## config.mk

```make
export PLATFORM = sky130hd
export DESIGN_NAME = pipe_stage_reg
export DESIGN_NICKNAME = d
export VERILOG_FILES = /design/src/rtl/pipe_stage_reg.sv
export SDC_FILE = /design/constraint.sdc
export NUM_CORES = 1
export LEC_CHECK = 0
export ABC_AREA = 0
export BUFFER_PORTS_ARGS = -buffer_cell sky130_fd_sc_hd__buf_2
export CORE_MARGIN = 2
export CORE_UTILIZATION = 44
export DETAILED_ROUTE_END_ITERATION = 6
export PLACE_DENSITY = 0.7
export SLEW_MARGIN = 20
export SYNTH_ARGS = -nofsm -noshare
export SYNTH_HDL_FRONTEND = slang
export SYNTH_SLANG_ARGS = --single-unit
export TNS_END_PERCENT = 10
```

## constraint.sdc

```tcl
create_clock -name clk -period 1.45 [get_ports clk]
set_input_delay 0.0725 -clock clk [delete_from_list [all_inputs] [get_ports clk]]
set_output_delay 0.0725 -clock clk [all_outputs]
set_load 0.005 [all_outputs]
```

## src/rtl/pipe_stage_reg.sv

```systemverilog
// Generic pipeline-stage register with valid/ready handshake, optional 2-entry
// skid buffer, flush-to-bubble and saturating stall/bubble statistics.
module pipe_stage_reg #(
  parameter int unsigned CTRL_W = 16,
  parameter int unsigned DATA_W = 128,
  parameter int unsigned SKID   = 1,
  parameter int unsigned CNT_W  = 16
) (
  input  logic              clk,
  input  logic              rst,
  input  logic              flush,
  input  logic              in_valid,
  output logic              in_ready,
  input  logic [CTRL_W-1:0] in_ctrl,
  input  logic [DATA_W-1:0] in_data,
  output logic              out_valid,
  input  logic              out_ready,
  output logic [CTRL_W-1:0] out_ctrl,
  output logic [DATA_W-1:0] out_data,
  output logic [CNT_W-1:0]  stall_cnt,
  output logic [CNT_W-1:0]  bubble_cnt
);

  localparam bit HAS_SKID = (SKID != 0);

  logic              main_vld, main_vld_d;
  logic [CTRL_W-1:0] main_ctrl, main_ctrl_d;
  logic [DATA_W-1:0] main_data, main_data_d;
  logic              skid_vld, skid_vld_d;
  logic [CTRL_W-1:0] skid_ctrl, skid_ctrl_d;
  logic [DATA_W-1:0] skid_data, skid_data_d;

  logic in_fire;
  logic out_fire;

  // With the skid buffer, in_ready is a plain register output and never sees
  // out_ready; without it, a draining stage can accept in the same cycle.
  assign in_ready = HAS_SKID ? ~skid_vld : (~main_vld | out_ready);
  assign in_fire  = in_valid & in_ready;
  assign out_fire = main_vld & out_ready;

  // NOTE: every variable gets a hold value first, so no branch leaves it
  // unassigned and no latch is inferred.
  always_comb begin
    main_vld_d  = main_vld;
    main_ctrl_d = main_ctrl;
    main_data_d = main_data;
    skid_vld_d  = skid_vld;
    skid_ctrl_d = skid_ctrl;
    skid_data_d = skid_data;

    if (flush) begin
      main_vld_d  = 1'b0;
      main_ctrl_d = '0;
      main_data_d = '0;
      skid_vld_d  = 1'b0;
      skid_ctrl_d = '0;
      skid_data_d = '0;
    end else if (skid_vld) begin
      // TWO: input is blocked; the skid entry moves up when the head leaves.
      if (out_ready) begin
        main_vld_d  = 1'b1;
        main_ctrl_d = skid_ctrl;
        main_data_d = skid_data;
        skid_vld_d  = 1'b0;
        skid_ctrl_d = '0;
        skid_data_d = '0;
      end
    end else if (in_fire && (!main_vld || out_ready)) begin
      main_vld_d  = 1'b1;
      main_ctrl_d = in_ctrl;
      main_data_d = in_data;
    end else if (in_fire && HAS_SKID) begin
      skid_vld_d  = 1'b1;
      skid_ctrl_d = in_ctrl;
      skid_data_d = in_data;
    end else if (out_fire) begin
      // Zeroing on drain keeps out_ctrl a NOP whenever out_valid is low.
      main_vld_d  = 1'b0;
      main_ctrl_d = '0;
      main_data_d = '0;
    end
  end

  // NOTE: state registers use non-blocking assignments so every flop samples
  // the pre-edge values regardless of statement order.
  always_ff @(posedge clk or negedge rst) begin
    if (!rst) begin
      main_vld  <= 1'b0;
      main_ctrl <= '0;
      main_data <= '0;
      skid_vld  <= 1'b0;
      skid_ctrl <= '0;
      skid_data <= '0;
    end else begin
      main_vld  <= main_vld_d;
      main_ctrl <= main_ctrl_d;
      main_data <= main_data_d;
      skid_vld  <= skid_vld_d;
      skid_ctrl <= skid_ctrl_d;
      skid_data <= skid_data_d;
    end
  end

  assign out_valid = main_vld;
  assign out_ctrl  = main_ctrl;
  assign out_data  = main_data;

  logic stall_cyc;
  logic bubble_cyc;

  assign stall_cyc  = main_vld & ~out_ready;
  assign bubble_cyc = ~main_vld & out_ready;

  // Counters saturate at all-ones and keep running through flush.
  always_ff @(posedge clk or negedge rst) begin
    if (!rst) begin
      stall_cnt  <= '0;
      bubble_cnt <= '0;
    end else begin
      if (stall_cyc && (stall_cnt != '1))
        stall_cnt <= stall_cnt + CNT_W'(1);
      if (bubble_cyc && (bubble_cnt != '1))
        bubble_cnt <= bubble_cnt + CNT_W'(1);
    end
  end

endmodule

```

# Yosys cells after proc, flatten, opt, wreduce, memory -nomap -nowiden
# Cells that the tools add are included.
dict set report word_totals {
  elab_cells 64
  regBits 322
  out_inout_bits 178
  in_bits 149
}
dict set report op_classes {
  n_eq_ne 5
  n_bitwise 7
  mux 33
  add_sub_neg 2
  n_reduce_logical 9
}
# cell n
set ops {}
lappend ops {{$mux W128} 11}
lappend ops {{$mux W16} 11}
lappend ops {{$add A16 B1 Y16 const B} 2}
lappend ops {{$ne A16 B16 Y1 const B} 2}
lappend ops {{$mux W1} 11}
lappend ops {{$ne A3 B3 Y1 const B} 2}
lappend ops {{$reduce_and A3 Y1} 2}
lappend ops {{$and A1 B1 Y1} 4}
lappend ops {{$ne A4 B3 Y1 const B} 1}
lappend ops {{$reduce_bool A4 Y1} 1}
lappend ops {{$logic_and A1 B1 Y1} 3}
lappend ops {{$not A1 Y1} 3}
lappend ops {{$reduce_bool A3 Y1} 1}
lappend ops {{$logic_not A1 Y1} 1}
lappend ops {{$logic_or A1 B1 Y1} 1}

# Longest topological paths before layout
dict set report depth {
  ltp_word 6
  depth_mapped 8
  mapped_depth_nobuf 5
}

# Worst setup path after synthesis
# OpenSTA, ideal clock, no wires.
dict set report synth_path {
  kind {register to register}
  start {register stall_cnt[0]}
  end {register stall_cnt[1]}
  setup_time_ns 0.128
  t_arrival_ns 1.498
  n_path_buf 0
  required_time_ns 1.322
  setup_slack_ns -0.176
  synth_period_minus_slack_ns 1.626
  path_stages_with_launch 6
  path_cell_list {dfrtp_1 -> ha_1 -> nand2_1 -> nor3_2 -> a21oi_2 -> mux2_1}
}
dict set report synth_between {
  elab_chain_len 2
  word_cells_on_any_way 3
  classes_between {add/sub (1); eq/ne (1); reduce/logical (1)}
}
# item line
set synth_lines {}
lappend synth_lines {{start, declared} 20} ;# output logic [CNT_W-1:0] stall_cnt,
lappend synth_lines {{start signal, assigned} 122} ;# stall_cnt <= stall_cnt + CNT_W'(1);
lappend synth_lines {{parallel branches: the longest is 2 deep, another holds $add A16 B1 Y16} -}
# Parallel ways; which one is timed is not known.
# A chain may end at the register's enable or synchronous reset.

# Worst setup path in the final report
dict set report layout_path {
  start {register main_vld, in the netlist out_valid}
  end {register main_data[76], in the netlist out_data[76]}
}
dict set report layout_between {
  elab_chain_len 6
  word_cells_on_any_way 10
  classes_between {eq/ne (1); mux (3); bitwise (1); reduce/logical (5)}
}
# item line
set layout_lines {}
lappend layout_lines {{start, declared} 26} ;# logic main_vld, main_vld_d;
lappend layout_lines {{start signal, assigned} 96} ;# main_vld <= main_vld_d;
lappend layout_lines {{$logic_not A1 Y1} 69} ;# end else if (in_fire && (!main_vld || out_ready)) begin
lappend layout_lines {{$logic_or A1 B1 Y1} 69}
lappend layout_lines {{$logic_and A1 B1 Y1} 69}
lappend layout_lines {{$mux W128} 69}
lappend layout_lines {{$mux W128} 59} ;# end else if (skid_vld) begin
lappend layout_lines {{$mux W128} 52} ;# if (flush) begin
lappend layout_lines {{end signal, assigned} 98} ;# main_data <= main_data_d;
lappend layout_lines {{end, declared} 28} ;# logic [DATA_W-1:0] main_data, main_data_d;
# Parallel ways exist; a longest one is shown, timed or not.

==> flow_summary.ini <==
[sta]
slew_headroom_pct = 72.6
hold_viol = 0
setup_viol = 304
post-route-period-util_pct = 118
fmax_mhz = 583
layout_setup_ws_ns = -0.264
maxSlewViolCount = 0
skew_ns = 0.00906
period_minus_slack_ns = 1.71
rsz0062_at_grt = true
worst_pin_slew_ns = 0.411

[logic_synthesis]
synth.area.top_cells = dfrtp_1 (58%), nand2_1 (12%), o21ai_1 (7.3%)
synthCells = 1432
yosysSeqAreaShare_pct = 57.8
ys.flop_type = dfrtp_1
netlist_area_sq_um = 13900
synth_top_area_share_pct = 57.8
yosys_register_bits = 322
syn_area_per_cell_sq_um = 9.74
synth_nets = 1583
synth_enable_flop_cells = 0
ys_types = 53
yosysTopAreaCell = dfrtp_1
yosys_warnings = 0
async_flop_share_pct = 100

[global_route]
grt_pass1_wl_mm = 67.0
grt-ovfl-total = 0
antenna_found_initial = 2
grt_pass1_vias = 12900
track_usage_pct = 24.8
grt_start_max_net_pins = 80

[critical_path]
path_buf_inv = 3
slowest_stage = dfrtp_2
critPathKind = reg2reg
cp_max_fo = 12
cp.arrival_ns = 2.08
cp-startpoint = out_valid
reg2reg_slack_ns = -0.26
cp-end-kind = register
max_stage_delay_ns = 0.45
reg2reg_depth = 6
start_kind = register
path_delay_family = compound AO/OA/AOI/OAI gates
path_depth = 6
path_cells = o21a_1 -> a311oi_4 -> buf_8 -> buf_4 -> buf_16 -> o21ai_0
r2r_start = out_valid
crit_required_ns = 1.82
rr_endpoint = out_data[76]
crit_end = out_data[76]

[die]
dieHeight_um = 182
rows = 65
die_area_sq_um = 33100
io_pins = 327
coreArea_sq_um = 31400
start_util_pct = 44.4
die_w_um = 182

[outcome]
violations = negative setup slack
status = finished, violations left

[finish]
fin_nets = 2144
area_growth_pct = 47.6
final_common_cell = nand2_1
final_cell_mix = nand2_1 (412), buf_2 (325), dfrtp_1 (321), o21ai_1 (231), dlygate4sd3_1 (149)
fin_cells = 2421
layout-drive-gt1-share_pct = 32.7
num-fill-cells = 2343

[detailed_routing]
drc_errors = 0
drtAntennaViolNets = 0
wl_per_cell_um = 17.9
drt-total-wl_mm = 43.3
drt_iter0_markers = 988
via_count = 13000
drt_pass1_iterations = 5
via_per_inst = 5.37

[clock_tree]
clkTransAtPathRegs_ns = 0.06
cts_root_buf = clkbuf_16
clk_latency_ns = 0.50
cts_buffers = 37
cts_buffer_depth = 3
numClockSinks = 322
cts_tree = done
h-tree-depth = 2

[job]
drv_cap = 0

[pwr]
vdd_drop_max_mv = 0.863
p_leak_nw = 9.86
p_per_area_nw_per_um2 = 1180
totalPowerFinal_mw = 24.4

[placed_design]
dp_cells = 2173
place_congestion = 0.871
numPortBuffers = 326
place_hpwl_mm = 25.7

[hold_path]
hp-class = in2async
logic make-up (layout without fill, tap and decap cells):
kind of cell	count (synthesis)	count (layout)	synth area share [%]
adders and majority gates	2	2	0.179
DFF	322	322	57.8
xor gates and xnor gates	25	25	1.57
and+or+nand+nor	499	499	14.9
muxes	3	3	0.242
other	0	3	0
buffers and inverters	119	703	4.78
AOI/OAI and AO/OA	462	462	20.6
synthesized netlist by cell type (2+ instances only):
cell type / instances
a22oi_1: 134
a21oi_2: 2
nor4_1: 3
buf_6: 19
nand4_1: 4
clkbuf_1: 52
xnor2_1: 7
o21ai_0: 66
nor3_2: 3
a31oi_1: 5
o2111ai_1: 3
nor2_1: 7
and3_2: 2
nand3_2: 2
nand2_1: 445
inv_2: 2
buf_4: 11
buf_2: 29
o21ai_1: 204
inv_1: 5
nor4b_4: 2
and3_1: 4
nand3_1: 9
a21oi_1: 8
a22oi_2: 10
o21ai_2: 20
a211oi_1: 5
ha_1: 2
nand4b_1: 2
mux2_1: 2
xor2_1: 18
nor3_1: 3
dfrtp_1: 322
registers in the layout (all words and copies together) (netlist names):
signal / flops
skid_ctrl: 16
skid_vld: 1
bubble_cnt: 16
out_data: 128
out_valid: 1
skid_data: 128
out_ctrl: 16
stall_cnt: 16
area by class of cell:
type | instances | area [sq um] | area share [%]
sequential | 322 | 8060 | 39.1
multi-input combinational | 991 | 5500 | 26.7
timing repair buffer | 634 | 5280 | 25.7
clock buffer | 51 | 1040 | 5.04
tap | 402 | 503 | 2.44
clock inverter | 11 | 171 | 0.832
inverter | 7 | 28.8 | 0.140
antenna | 3 | 7.51 | 0.0365
how the worst min path moves through the flow:
stage                     to  depth (start not counted)
6_report       skid_data[99]                          2
3_3_place_gp   stall_cnt[15]                          1
4_1_cts        skid_data[99]                          2
3_5_place_dp   stall_cnt[15]                          1
5_1_grt        skid_data[99]                          2
2_1_floorplan  bubble_cnt[0]                          0
metal layers:
layer / vias to the layer above / GRT usage [%] / wire (um)
met1: 6304 / 32.1 / 17500
met4: 0 / 8.74 / 1460
met2: 502 / 42.1 / 21600
li1: 6086 / - / -
met5: - / 0 / 0
met3: 104 / 4.33 / 2770
timing repair:
action                                  4_1_cts  5_1_grt
endpoints found under the setup margin      304      320
hold buffers                                149        0
cloned                                        6       13
pin swaps                                    10       21
hold endpoints to repair                    611        0
gates resized for setup                      57      112
buffers inserted                              7        9
through the flow:
stage / hold WS, ns / setup slack [ns] / TNS, ns / util [%] / instance area (sq um)
floorplan: -0.223 / -0.116 / -8.71 / - / 14000
global placement: -0.00597 / -0.158 / -28.49 / 53.6 / 16800
detailed placement: -0.00829 / -0.218 / -39.80 / 53.6 / 16800
CTS: 0.0575 / -0.216 / -41.59 / 63.5 / 19900
global route: 0.0887 / -0.340 / -71.48 / 65.6 / 20600
finish: 0.0606 / -0.264 / -47.57 / 65.6 / 20600
power breakdown:
| group | total (mW) | internal [mW] | switching (mW) |
|---|---|---|---|
| Combinational | 4.62 | 2.27 | 2.35 |
| Clock | 9.40 | 5.71 | 3.69 |
| Sequential | 10.4 | 9.84 | 0.523 |
| Total | 24.4 | 17.8 | 6.57 |
No activity file was read; power rests on OpenSTA's default activity.
